<file path="src/rtl/data_bus_arbiter_if.sv">
// ----------------------------------------------------------------------------
// data_bus_arbiter_if
//
// Bundles every signal around the data-memory bus arbiter: the two requester
// ports (m0 = core load/store, m1 = loader/debug DMA) and the memory side.
//
// Modports:
//   slave  - arbiter view: requester requests/fields and mem_read_data are
//            inputs; grants, read returns and mem_* drives are outputs.
//   master - environment view (requesters plus memory): the mirror image.
//
// Per requester N (0/1):
//   mN_req, mN_lock, mN_address, mN_write_enable, mN_byte_enable,
//   mN_write_data                               requester -> arbiter
//   mN_grant, mN_read_valid, mN_read_data       arbiter   -> requester
// Memory side:
//   mem_address, mem_read_enable, mem_write_enable, mem_byte_enable,
//   mem_write_data                              arbiter   -> memory
//   mem_read_data                               memory    -> arbiter
// ----------------------------------------------------------------------------
interface data_bus_arbiter_if #(
    parameter int ADDR_WIDTH = 32,
    parameter int DATA_WIDTH = 32
);
    localparam int BE_WIDTH = DATA_WIDTH / 8;

    // requester 0
    logic                  m0_req;
    logic                  m0_lock;
    logic [ADDR_WIDTH-1:0] m0_address;
    logic                  m0_write_enable;
    logic [BE_WIDTH-1:0]   m0_byte_enable;
    logic [DATA_WIDTH-1:0] m0_write_data;
    logic                  m0_grant;
    logic                  m0_read_valid;
    logic [DATA_WIDTH-1:0] m0_read_data;

    // requester 1
    logic                  m1_req;
    logic                  m1_lock;
    logic [ADDR_WIDTH-1:0] m1_address;
    logic                  m1_write_enable;
    logic [BE_WIDTH-1:0]   m1_byte_enable;
    logic [DATA_WIDTH-1:0] m1_write_data;
    logic                  m1_grant;
    logic                  m1_read_valid;
    logic [DATA_WIDTH-1:0] m1_read_data;

    // memory side
    logic [ADDR_WIDTH-1:0] mem_address;
    logic                  mem_read_enable;
    logic                  mem_write_enable;
    logic [BE_WIDTH-1:0]   mem_byte_enable;
    logic [DATA_WIDTH-1:0] mem_write_data;
    logic [DATA_WIDTH-1:0] mem_read_data;

    modport slave (
        input  m0_req, m0_lock, m0_address, m0_write_enable, m0_byte_enable, m0_write_data,
        output m0_grant, m0_read_valid, m0_read_data,
        input  m1_req, m1_lock, m1_address, m1_write_enable, m1_byte_enable, m1_write_data,
        output m1_grant, m1_read_valid, m1_read_data,
        output mem_address, mem_read_enable, mem_write_enable, mem_byte_enable, mem_write_data,
        input  mem_read_data
    );

    modport master (
        output m0_req, m0_lock, m0_address, m0_write_enable, m0_byte_enable, m0_write_data,
        input  m0_grant, m0_read_valid, m0_read_data,
        output m1_req, m1_lock, m1_address, m1_write_enable, m1_byte_enable, m1_write_data,
        input  m1_grant, m1_read_valid, m1_read_data,
        input  mem_address, mem_read_enable, mem_write_enable, mem_byte_enable, mem_write_data,
        output mem_read_data
    );
endinterface

</file>
<file path="src/rtl/data_bus_arbiter.sv">
// ----------------------------------------------------------------------------
// data_bus_arbiter
//
// Shares the single data-memory bus between requester 0 (core load/store)
// and requester 1 (loader/debug DMA). Arbitration is round-robin with an
// optional lock that keeps the grant on one requester across multi-beat
// transfers, bounded by LOCK_MAX consecutive locked grants (0 = unbounded).
// The grant is combinational in the request cycle; the memory answers reads
// one cycle later and the arbiter steers that data to whoever issued the read.
//
// Ports:
//   clock   - system clock, all state updates on posedge
//   reset   - synchronous, active-high reset
//   bus_if  - data_bus_arbiter_if.slave: both requester ports and the
//             memory-side drives/returns
//
// Parameters:
//   ADDR_WIDTH - address width
//   DATA_WIDTH - data width (byte enables are DATA_WIDTH/8 wide)
//   LOCK_MAX   - max consecutive locked grants before a forced handoff
// ----------------------------------------------------------------------------
module data_bus_arbiter #(
    parameter int ADDR_WIDTH = 32,
    parameter int DATA_WIDTH = 32,
    parameter int LOCK_MAX   = 15
) (
    input  logic              clock,
    input  logic              reset,
    data_bus_arbiter_if.slave bus_if
);
    localparam int BE_WIDTH  = DATA_WIDTH / 8;
    localparam int CNT_NEED  = $clog2(LOCK_MAX + 1);
    localparam int CNT_WIDTH = (CNT_NEED > 4) ? CNT_NEED : 4;
    localparam logic [CNT_WIDTH-1:0] LOCK_LIMIT = CNT_WIDTH'(LOCK_MAX);
    localparam bit LIMIT_EN = (LOCK_MAX != 0);

    // Saturating increment: with the limit disabled the count would otherwise
    // wrap during a very long lock; saturating keeps it meaningful.
    function automatic logic [CNT_WIDTH-1:0] count_inc(input logic [CNT_WIDTH-1:0] c);
        if (&c) begin
            return c;
        end
        return c + CNT_WIDTH'(1);
    endfunction

    // ------------------------------------------------------------------------
    // Requester views
    // ------------------------------------------------------------------------
    logic [1:0] req;
    logic [1:0] lock;

    assign req  = {bus_if.m1_req,  bus_if.m0_req};
    assign lock = {bus_if.m1_lock, bus_if.m0_lock};

    // ------------------------------------------------------------------------
    // State
    // ------------------------------------------------------------------------
    logic                 last_grant_q, last_grant_d;
    logic                 locked_q,     locked_d;
    logic                 lock_owner_q, lock_owner_d;
    logic [CNT_WIDTH-1:0] lock_count_q, lock_count_d;
    logic                 rd_pending_q, rd_pending_d;
    logic                 rd_owner_q,   rd_owner_d;

    // ------------------------------------------------------------------------
    // Grant decision (combinational, same cycle as the request)
    // ------------------------------------------------------------------------
    logic grant_vld;
    logic grant_sel;

    always_comb begin : arbitrate
        grant_vld = 1'b0;
        grant_sel = 1'b0;
        if (!reset) begin
            if (locked_q && req[lock_owner_q]) begin
                grant_vld = 1'b1;
                grant_sel = lock_owner_q;
            end else if (req[0] ^ req[1]) begin
                grant_vld = 1'b1;
                grant_sel = req[1];
            end else if (req[0] & req[1]) begin
                // Tie: the requester that did not win last time goes first.
                grant_vld = 1'b1;
                grant_sel = ~last_grant_q;
            end
        end
    end

    assign bus_if.m0_grant = grant_vld & ~grant_sel;
    assign bus_if.m1_grant = grant_vld &  grant_sel;

    // ------------------------------------------------------------------------
    // Memory-side drive: mirror the granted requester, all zero otherwise
    // ------------------------------------------------------------------------
    logic [ADDR_WIDTH-1:0] sel_address;
    logic                  sel_write_enable;
    logic [BE_WIDTH-1:0]   sel_byte_enable;
    logic [DATA_WIDTH-1:0] sel_write_data;

    assign sel_address      = grant_sel ? bus_if.m1_address      : bus_if.m0_address;
    assign sel_write_enable = grant_sel ? bus_if.m1_write_enable : bus_if.m0_write_enable;
    assign sel_byte_enable  = grant_sel ? bus_if.m1_byte_enable  : bus_if.m0_byte_enable;
    assign sel_write_data   = grant_sel ? bus_if.m1_write_data   : bus_if.m0_write_data;

    assign bus_if.mem_address      = grant_vld ? sel_address : '0;
    assign bus_if.mem_read_enable  = grant_vld & ~sel_write_enable;
    assign bus_if.mem_write_enable = grant_vld &  sel_write_enable;
    assign bus_if.mem_write_data   = grant_vld ? sel_write_data : '0;

    // Reads always fetch the full word; lane selection is the requester's job.
    assign bus_if.mem_byte_enable  = !grant_vld       ? '0 :
                                     sel_write_enable ? sel_byte_enable :
                                                        {BE_WIDTH{1'b1}};

    // ------------------------------------------------------------------------
    // Read return steering
    // ------------------------------------------------------------------------
    // rd_pending_q still holds the pre-reset value during the first reset
    // cycle; gating with reset keeps a read accepted just before reset from
    // surfacing while reset is high.
    logic rd_return;

    assign rd_return = rd_pending_q & ~reset;

    assign bus_if.m0_read_valid = rd_return & ~rd_owner_q;
    assign bus_if.m1_read_valid = rd_return &  rd_owner_q;
    assign bus_if.m0_read_data  = bus_if.m0_read_valid ? bus_if.mem_read_data : '0;
    assign bus_if.m1_read_data  = bus_if.m1_read_valid ? bus_if.mem_read_data : '0;

    // ------------------------------------------------------------------------
    // Next-state logic
    // ------------------------------------------------------------------------
    logic [CNT_WIDTH-1:0] count_next;
    logic                 lock_continues;

    always_comb begin : next_state
        last_grant_d   = last_grant_q;
        locked_d       = 1'b0;
        lock_owner_d   = lock_owner_q;
        lock_count_d   = '0;
        rd_pending_d   = 1'b0;
        rd_owner_d     = rd_owner_q;
        lock_continues = locked_q && (lock_owner_q == grant_sel);
        count_next     = '0;

        // Any cycle without a lock-carrying grant drops the lock: either the
        // owner released lock while granted, the owner stopped requesting,
        // or nobody holds it.
        if (grant_vld) begin
            last_grant_d = grant_sel;

            if (lock[grant_sel]) begin
                // A fresh acquisition (including taking over from an owner
                // that went idle) starts counting from one.
                count_next   = count_inc(lock_continues ? lock_count_q : '0);
                lock_owner_d = grant_sel;
                if (LIMIT_EN && (count_next == LOCK_LIMIT)) begin
                    // Forced handoff: last_grant_d already names the owner,
                    // so a waiting requester wins the next tie.
                    locked_d     = 1'b0;
                    lock_count_d = '0;
                end else begin
                    locked_d     = 1'b1;
                    lock_count_d = count_next;
                end
            end

            if (!sel_write_enable) begin
                rd_pending_d = 1'b1;
                rd_owner_d   = grant_sel;
            end
        end
    end

    // ------------------------------------------------------------------------
    // State registers
    // ------------------------------------------------------------------------
    always_ff @(posedge clock) begin
        if (reset) begin
            last_grant_q <= 1'b1;   // requester 0 wins the first tie
            locked_q     <= 1'b0;
            lock_owner_q <= 1'b0;
            lock_count_q <= '0;
            rd_pending_q <= 1'b0;
            rd_owner_q   <= 1'b0;
        end else begin
            last_grant_q <= last_grant_d;
            locked_q     <= locked_d;
            lock_owner_q <= lock_owner_d;
            lock_count_q <= lock_count_d;
            rd_pending_q <= rd_pending_d;
            rd_owner_q   <= rd_owner_d;
        end
    end
endmodule

</file>
<file path="src/flat_wrapper.sv">
// flat-port wrapper written by rule: the top's interface ports become plain ports
module data_bus_arbiter_flat 
#(
    parameter int ADDR_WIDTH = 32,
    parameter int DATA_WIDTH = 32,
    parameter int LOCK_MAX   = 15
)
  (clock, reset, bus_if_m0_req, bus_if_m0_lock, bus_if_m0_address, bus_if_m0_write_enable, bus_if_m0_byte_enable, bus_if_m0_write_data, bus_if_m0_grant, bus_if_m0_read_valid, bus_if_m0_read_data, bus_if_m1_req, bus_if_m1_lock, bus_if_m1_address, bus_if_m1_write_enable, bus_if_m1_byte_enable, bus_if_m1_write_data, bus_if_m1_grant, bus_if_m1_read_valid, bus_if_m1_read_data, bus_if_mem_address, bus_if_mem_read_enable, bus_if_mem_write_enable, bus_if_mem_byte_enable, bus_if_mem_write_data, bus_if_mem_read_data);
  data_bus_arbiter_if #(.ADDR_WIDTH(ADDR_WIDTH), .DATA_WIDTH(DATA_WIDTH)) bus_if_i ();
  input  logic clock;
  input  logic reset;
  input wire logic [$bits(bus_if_i.m0_req)-1:0] bus_if_m0_req;
  input wire logic [$bits(bus_if_i.m0_lock)-1:0] bus_if_m0_lock;
  input wire logic [$bits(bus_if_i.m0_address)-1:0] bus_if_m0_address;
  input wire logic [$bits(bus_if_i.m0_write_enable)-1:0] bus_if_m0_write_enable;
  input wire logic [$bits(bus_if_i.m0_byte_enable)-1:0] bus_if_m0_byte_enable;
  input wire logic [$bits(bus_if_i.m0_write_data)-1:0] bus_if_m0_write_data;
  output wire logic [$bits(bus_if_i.m0_grant)-1:0] bus_if_m0_grant;
  output wire logic [$bits(bus_if_i.m0_read_valid)-1:0] bus_if_m0_read_valid;
  output wire logic [$bits(bus_if_i.m0_read_data)-1:0] bus_if_m0_read_data;
  input wire logic [$bits(bus_if_i.m1_req)-1:0] bus_if_m1_req;
  input wire logic [$bits(bus_if_i.m1_lock)-1:0] bus_if_m1_lock;
  input wire logic [$bits(bus_if_i.m1_address)-1:0] bus_if_m1_address;
  input wire logic [$bits(bus_if_i.m1_write_enable)-1:0] bus_if_m1_write_enable;
  input wire logic [$bits(bus_if_i.m1_byte_enable)-1:0] bus_if_m1_byte_enable;
  input wire logic [$bits(bus_if_i.m1_write_data)-1:0] bus_if_m1_write_data;
  output wire logic [$bits(bus_if_i.m1_grant)-1:0] bus_if_m1_grant;
  output wire logic [$bits(bus_if_i.m1_read_valid)-1:0] bus_if_m1_read_valid;
  output wire logic [$bits(bus_if_i.m1_read_data)-1:0] bus_if_m1_read_data;
  output wire logic [$bits(bus_if_i.mem_address)-1:0] bus_if_mem_address;
  output wire logic [$bits(bus_if_i.mem_read_enable)-1:0] bus_if_mem_read_enable;
  output wire logic [$bits(bus_if_i.mem_write_enable)-1:0] bus_if_mem_write_enable;
  output wire logic [$bits(bus_if_i.mem_byte_enable)-1:0] bus_if_mem_byte_enable;
  output wire logic [$bits(bus_if_i.mem_write_data)-1:0] bus_if_mem_write_data;
  input wire logic [$bits(bus_if_i.mem_read_data)-1:0] bus_if_mem_read_data;
  assign bus_if_i.m0_req = bus_if_m0_req;
  assign bus_if_i.m0_lock = bus_if_m0_lock;
  assign bus_if_i.m0_address = bus_if_m0_address;
  assign bus_if_i.m0_write_enable = bus_if_m0_write_enable;
  assign bus_if_i.m0_byte_enable = bus_if_m0_byte_enable;
  assign bus_if_i.m0_write_data = bus_if_m0_write_data;
  assign bus_if_m0_grant = bus_if_i.m0_grant;
  assign bus_if_m0_read_valid = bus_if_i.m0_read_valid;
  assign bus_if_m0_read_data = bus_if_i.m0_read_data;
  assign bus_if_i.m1_req = bus_if_m1_req;
  assign bus_if_i.m1_lock = bus_if_m1_lock;
  assign bus_if_i.m1_address = bus_if_m1_address;
  assign bus_if_i.m1_write_enable = bus_if_m1_write_enable;
  assign bus_if_i.m1_byte_enable = bus_if_m1_byte_enable;
  assign bus_if_i.m1_write_data = bus_if_m1_write_data;
  assign bus_if_m1_grant = bus_if_i.m1_grant;
  assign bus_if_m1_read_valid = bus_if_i.m1_read_valid;
  assign bus_if_m1_read_data = bus_if_i.m1_read_data;
  assign bus_if_mem_address = bus_if_i.mem_address;
  assign bus_if_mem_read_enable = bus_if_i.mem_read_enable;
  assign bus_if_mem_write_enable = bus_if_i.mem_write_enable;
  assign bus_if_mem_byte_enable = bus_if_i.mem_byte_enable;
  assign bus_if_mem_write_data = bus_if_i.mem_write_data;
  assign bus_if_i.mem_read_data = bus_if_mem_read_data;
  data_bus_arbiter #(.ADDR_WIDTH(ADDR_WIDTH), .DATA_WIDTH(DATA_WIDTH), .LOCK_MAX(LOCK_MAX)) u_core (.clock(clock), .reset(reset), .bus_if(bus_if_i));
endmodule
</file>
<file path="config.mk">
export PLATFORM = sky130hd
export DESIGN_NAME = data_bus_arbiter_flat
export DESIGN_NICKNAME = d
export VERILOG_FILES = /design/src/rtl/data_bus_arbiter_if.sv /design/src/rtl/data_bus_arbiter.sv /design/src/flat_wrapper.sv
export SDC_FILE = /design/constraint.sdc
export NUM_CORES = 1
export LEC_CHECK = 0
export CAP_MARGIN = 0
export CORE_AREA = 3 3 120 122
export DETAILED_ROUTE_END_ITERATION = 7
export DIE_AREA = 0 0 123 125
export GPL_TIMING_DRIVEN = 0
export SYNTH_ARGS = -nofsm -noshare
export SYNTH_HDL_FRONTEND = slang
export SYNTH_SLANG_ARGS = --single-unit
</file>
<file path="constraint.sdc">
create_clock -name clock -period 3.21 [get_ports clock]
set_input_delay 0.8025 -clock clock [delete_from_list [all_inputs] [get_ports clock]]
set_output_delay 0.8025 -clock clock [all_outputs]
set_load 0.02 [all_outputs]
</file>
==> insert_results.sql <==
INSERT INTO impl_metrics (metric_group, metric, value, unit) VALUES
('timing', 'report.final.hold_viol_count', '0', ''),
('synthesis', 'yosys.area.top_type_share', '30.05', '%'),
('floorplan', 'fp.coreArea', '13300', 'um^2'),
('worst_setup_path', 'cp_cell_sequence', 'buf_8, inv_4, ha_4, buf_6, o21ai_2, nand2b_4, a22oi_2, buf_4, nor2_4, buf_12, buf_12, buf_4, a22o_4, buf_6', ''),
('run_status', 'outcome', 'finished, violations left', ''),
('routing', 'postRouteWirelength', '14420', 'um'),
('timing', 'finalWorstSetupSlack', '-0.2357', 'ns'),
('synthesis', 'yosys_warn_count', '0', ''),
('global_routing', 'grt_first_pass_wirelength', '20920', 'um'),
('worst_setup_path', 'timing.reg2reg.worst_path_depth', '10', ''),
('power_and_ir_drop', 'p_leak', '0.003170', 'uW'),
('timing', 'timing.max_slew.rel_slack', '65.91', '%'),
('floorplan', 'start_util', '14.03', '%'),
('worst_setup_path', 'timing.setup.critical_path_class', 'input port to primary output', ''),
('flow_run', 'max_cap_violations', '0', ''),
('global_routing', 'initial_antenna_violation_count', '1', ''),
('worst_setup_path', 'setup.worst_path.end', 'bus_if_mem_write_data[2]', ''),
('cts', 'cts.sinks', '9', ''),
('worst_setup_path', 'crit_path_max_incr_delay', '0.25', 'ns'),
('floorplan', 'row_count', '42', ''),
('synthesis', 'number_of_flops_mapped_to_enable_cells_by_yosys', '0', ''),
('synthesis', 'synth_seq_area_share', '9.658', '%'),
('synthesis', 'most_instantiated_flip_flop_cell_in_the_synthesis_netlist', 'dfxtp_1', ''),
('placement', 'place.detailed.hpwl', '11210', 'um'),
('synthesis', 'synth-seq-cells', '9', ''),
('timing', 'finalClockSkew', '0.0007089', 'ns'),
('worst_setup_path', 'reg2reg_to', 'u_core.lock_count_q[2]', ''),
('timing', 'report.final.setup_viol', '69', ''),
('floorplan', 'die_height', '125', 'um'),
('floorplan', 'die_w', '123', 'um'),
('final_layout', 'fin_nets', '781', ''),
('power_and_ir_drop', 'vdd.ir_drop.worst', '0.1364', 'mV'),
('power_and_ir_drop', 'powerDensity', '217.3', 'nW/um^2'),
('synthesis', 'syn-instance-count', '245', ''),
('timing', 'maxSlewViolCount', '0', ''),
('worst_setup_path', 'crit_path_start_kind', 'input port', ''),
('cts', 'cts.reportedPaths.clkPinSlew', '0.04', 'ns'),
('global_routing', 'grt_pass1_vias', '3668', ''),
('timing', 'final.min_clock_period', '3.446', 'ns'),
('worst_setup_path', 'critPathMaxFanout', '5', ''),
('timing', 'transition_at_the_pin_with_the_smallest_max_transition_slack', '0.4972', 'ns'),
('final_layout', 'multi_input_comb_area', '1642', 'um^2'),
('global_routing', 'maximum_number_of_pins_on_one_net_before_global_route_repair', '11', ''),
('routing', 'first_pass_iters', '4', ''),
('worst_hold_path', 'hold_path.class', 'flop to flop', ''),
('cts', 'clock-root-buffer', 'clkbuf_16', ''),
('routing', 'drtIter0Drc', '104', ''),
('synthesis', 'synth_nets', '424', ''),
('synthesis', 'synthesized_area_per_cell', '7.614', 'um^2'),
('final_layout', 'fillers', '1272', ''),
('worst_setup_path', 'critPathTopFamily', 'buffers and inverters', ''),
('cts', 'ctsHtreeMaxLevel', '1', ''),
('cts', 'number_of_buffers_inserted_during_clock_tree_synthesis', '3', ''),
('synthesis', 'yosys.area.top_type', 'a22o_1', ''),
('run_status', 'violations', 'setup timing', ''),
('timing', 'finalCritPeriodShare', '107.3', '%'),
('routing', 'ant_nets', '0', ''),
('placement', 'place_worst_setup_slack', '-1.489', 'ns'),
('cts', 'clkLatencyLatePin', '0.24', 'ns'),
('worst_setup_path', 'kind_of_end_point_of_the_critical_path', 'primary output', ''),
('routing', 'detail_route.vias_per_cell', '4.449', ''),
('worst_setup_path', 'arrival', '2.64', 'ns'),
('final_layout', 'layout-drive-gt1-share', '27.62', '%'),
('placement', 'port_buffers', '312', ''),
('floorplan', 'die-area', '15380', 'um^2'),
('timing', 'rsz0062_at_grt', 'true', ''),
('worst_setup_path', 'setup.reg_to_reg.worst_slack', '0.79', 'ns'),
('synthesis', 'largest_cells_by_area_after_synthesis', 'a22o_1 30%, and2_1 23%, dfxtp_1 9.7%, buf_6 4.2%, o21ai_0 2.4%', ''),
('worst_setup_path', 'critical_path.n_buffers_inverters', '8', ''),
('final_layout', 'sequential_cell_area', '180.2', 'um^2'),
('worst_setup_path', 'crit_start', 'bus_if_m1_req', '');
## per-layer routing
metal | routed length (um) | track usage (%)
met1 | 5182 | 18.21
met2 | 7660 | 33.19
met3 | 1384 | 4.246
met4 | 194 | 4.235
met5 | 0 | 0
## stage by stage
stage | instance area, um^2 | util [%] | total power (uW) | std cells
after floorplan | 1866 | - | 457.2 | 245
after global placement | 5209 | 39.18 | 925.8 | 733
after detailed placement | 5209 | 39.18 | 932.2 | 733
after CTS | 6015 | 45.24 | 1333 | 774
after global routing | 6142 | 46.20 | 1393 | 778
final | 6142 | 46.20 | 1335 | 778
## cell usage after synthesis (2+ instances only)
cell type and instances:
a211oi_1 3, a21o_1 2, a21oi_1 7, a22o_1 64
and2_1 68, and3_1 3, buf_2 6, buf_4 2
buf_6 7, clkbuf_1 9, dfxtp_1 9, ha_1 3
inv_1 5, mux2i_1 3, nand2_1 7, nand2b_1 2
nand3_1 2, nor2_1 5, nor3_1 2, nor3b_1 2
o211ai_1 2, o21ai_0 9, o2bb2ai_1 4
## power breakdown
part | switching, uW | internal (uW) | total (uW)
logic | 406 | 580 | 986
registers | 5.98 | 119 | 125
clock network | 57.7 | 166 | 224
## cells in the final DEF, fill, tap and decap left out, drive strengths merged, types with 2 or more instances in the layout
| cell type | Yosys | routed |
|---|---|---|
| a22o | 65 | 65 |
| and2 | 68 | 68 |
| nor2 | 6 | 6 |
| o2bb2ai | 4 | 4 |
| a21oi | 7 | 7 |
| clkbuf | 9 | 12 |
| nand2 | 7 | 7 |
| nand3 | 2 | 2 |
| o211ai | 2 | 2 |
| buf | 15 | 130 |
| mux2i | 3 | 3 |
| nand2b | 2 | 2 |
| nor3 | 2 | 2 |
| a21o | 2 | 2 |
| nor3b | 2 | 2 |
| a211oi | 3 | 3 |
| ha | 3 | 3 |
| dlymetal6s2s | 0 | 35 |
| o21ai | 10 | 10 |
| clkdlybuf4s50 | 0 | 202 |
| and3 | 3 | 3 |
| dfxtp | 9 | 9 |
| inv | 5 | 5 |
## worst min-delay path by stage
stage                              from                   to  depth (start not counted)
floorplan           u_core.last_grant_q  u_core.last_grant_q                          1
finish              u_core.last_grant_q  u_core.last_grant_q                          1
detailed placement  u_core.last_grant_q  u_core.last_grant_q                          1
CTS                 u_core.last_grant_q  u_core.last_grant_q                          1
global placement    u_core.last_grant_q  u_core.last_grant_q                          1
global route        u_core.last_grant_q  u_core.last_grant_q                          1
## worst reg2reg max path, stage by stage (launching register included)
cell and delay [ns]:
dfxtp_1 0.38, nor3b_4 0.07, buf_4 0.13, o211ai_1 0.17, o211ai_1 0.18, and3_1 0.23
ha_2 0.22, xor2_1 0.15, and4_1 0.22, a21o_1 0.15, a2111oi_1 0.40
## cells by family (layout without fill, tap and decap cells)
kind of cell | after synthesis | in the layout | share of synthesized area, %
AOI/OAI and AO/OA | 102 | 102 | 44.73
xor gates and xnor gates | 2 | 2 | 0.9391
adders and majority gates | 4 | 4 | 2.549
buffers and inverters | 29 | 385 | 9.457
DFF | 9 | 9 | 9.658
muxes | 4 | 4 | 2.414
other | 0 | 1 | 0
and+or+nand+nor | 95 | 95 | 30.25
## flip-flops by register name (all words and copies together), names as in the netlist
name / flops
u_core.locked_q: 1
u_core.lock_count_q: 4
u_core.rd_pending_q: 1
u_core.lock_owner_q: 1
u_core.last_grant_q: 1
u_core.rd_owner_q: 1
## repair_timing
action | CTS | global route
endpoints found under the setup margin | 140 | 126
buffers inserted | 23 | 8
gates resized for setup | 536 | 66
cloned | 15 | 1
hold buffers | 0 | 0
pin swaps | 44 | 22
## layout make-up
class                      instances  share of cell area, %
timing repair buffer             355                  61.38
multi-input combinational        207                  26.73
buffer                            21                  3.667
tap                              176                  3.585
sequential                         9                  2.933
clock buffer                       4                  1.283
inverter                           5                 0.3870
antenna                            1                0.04074
Note: power is estimated with default switching activity, not from simulation.
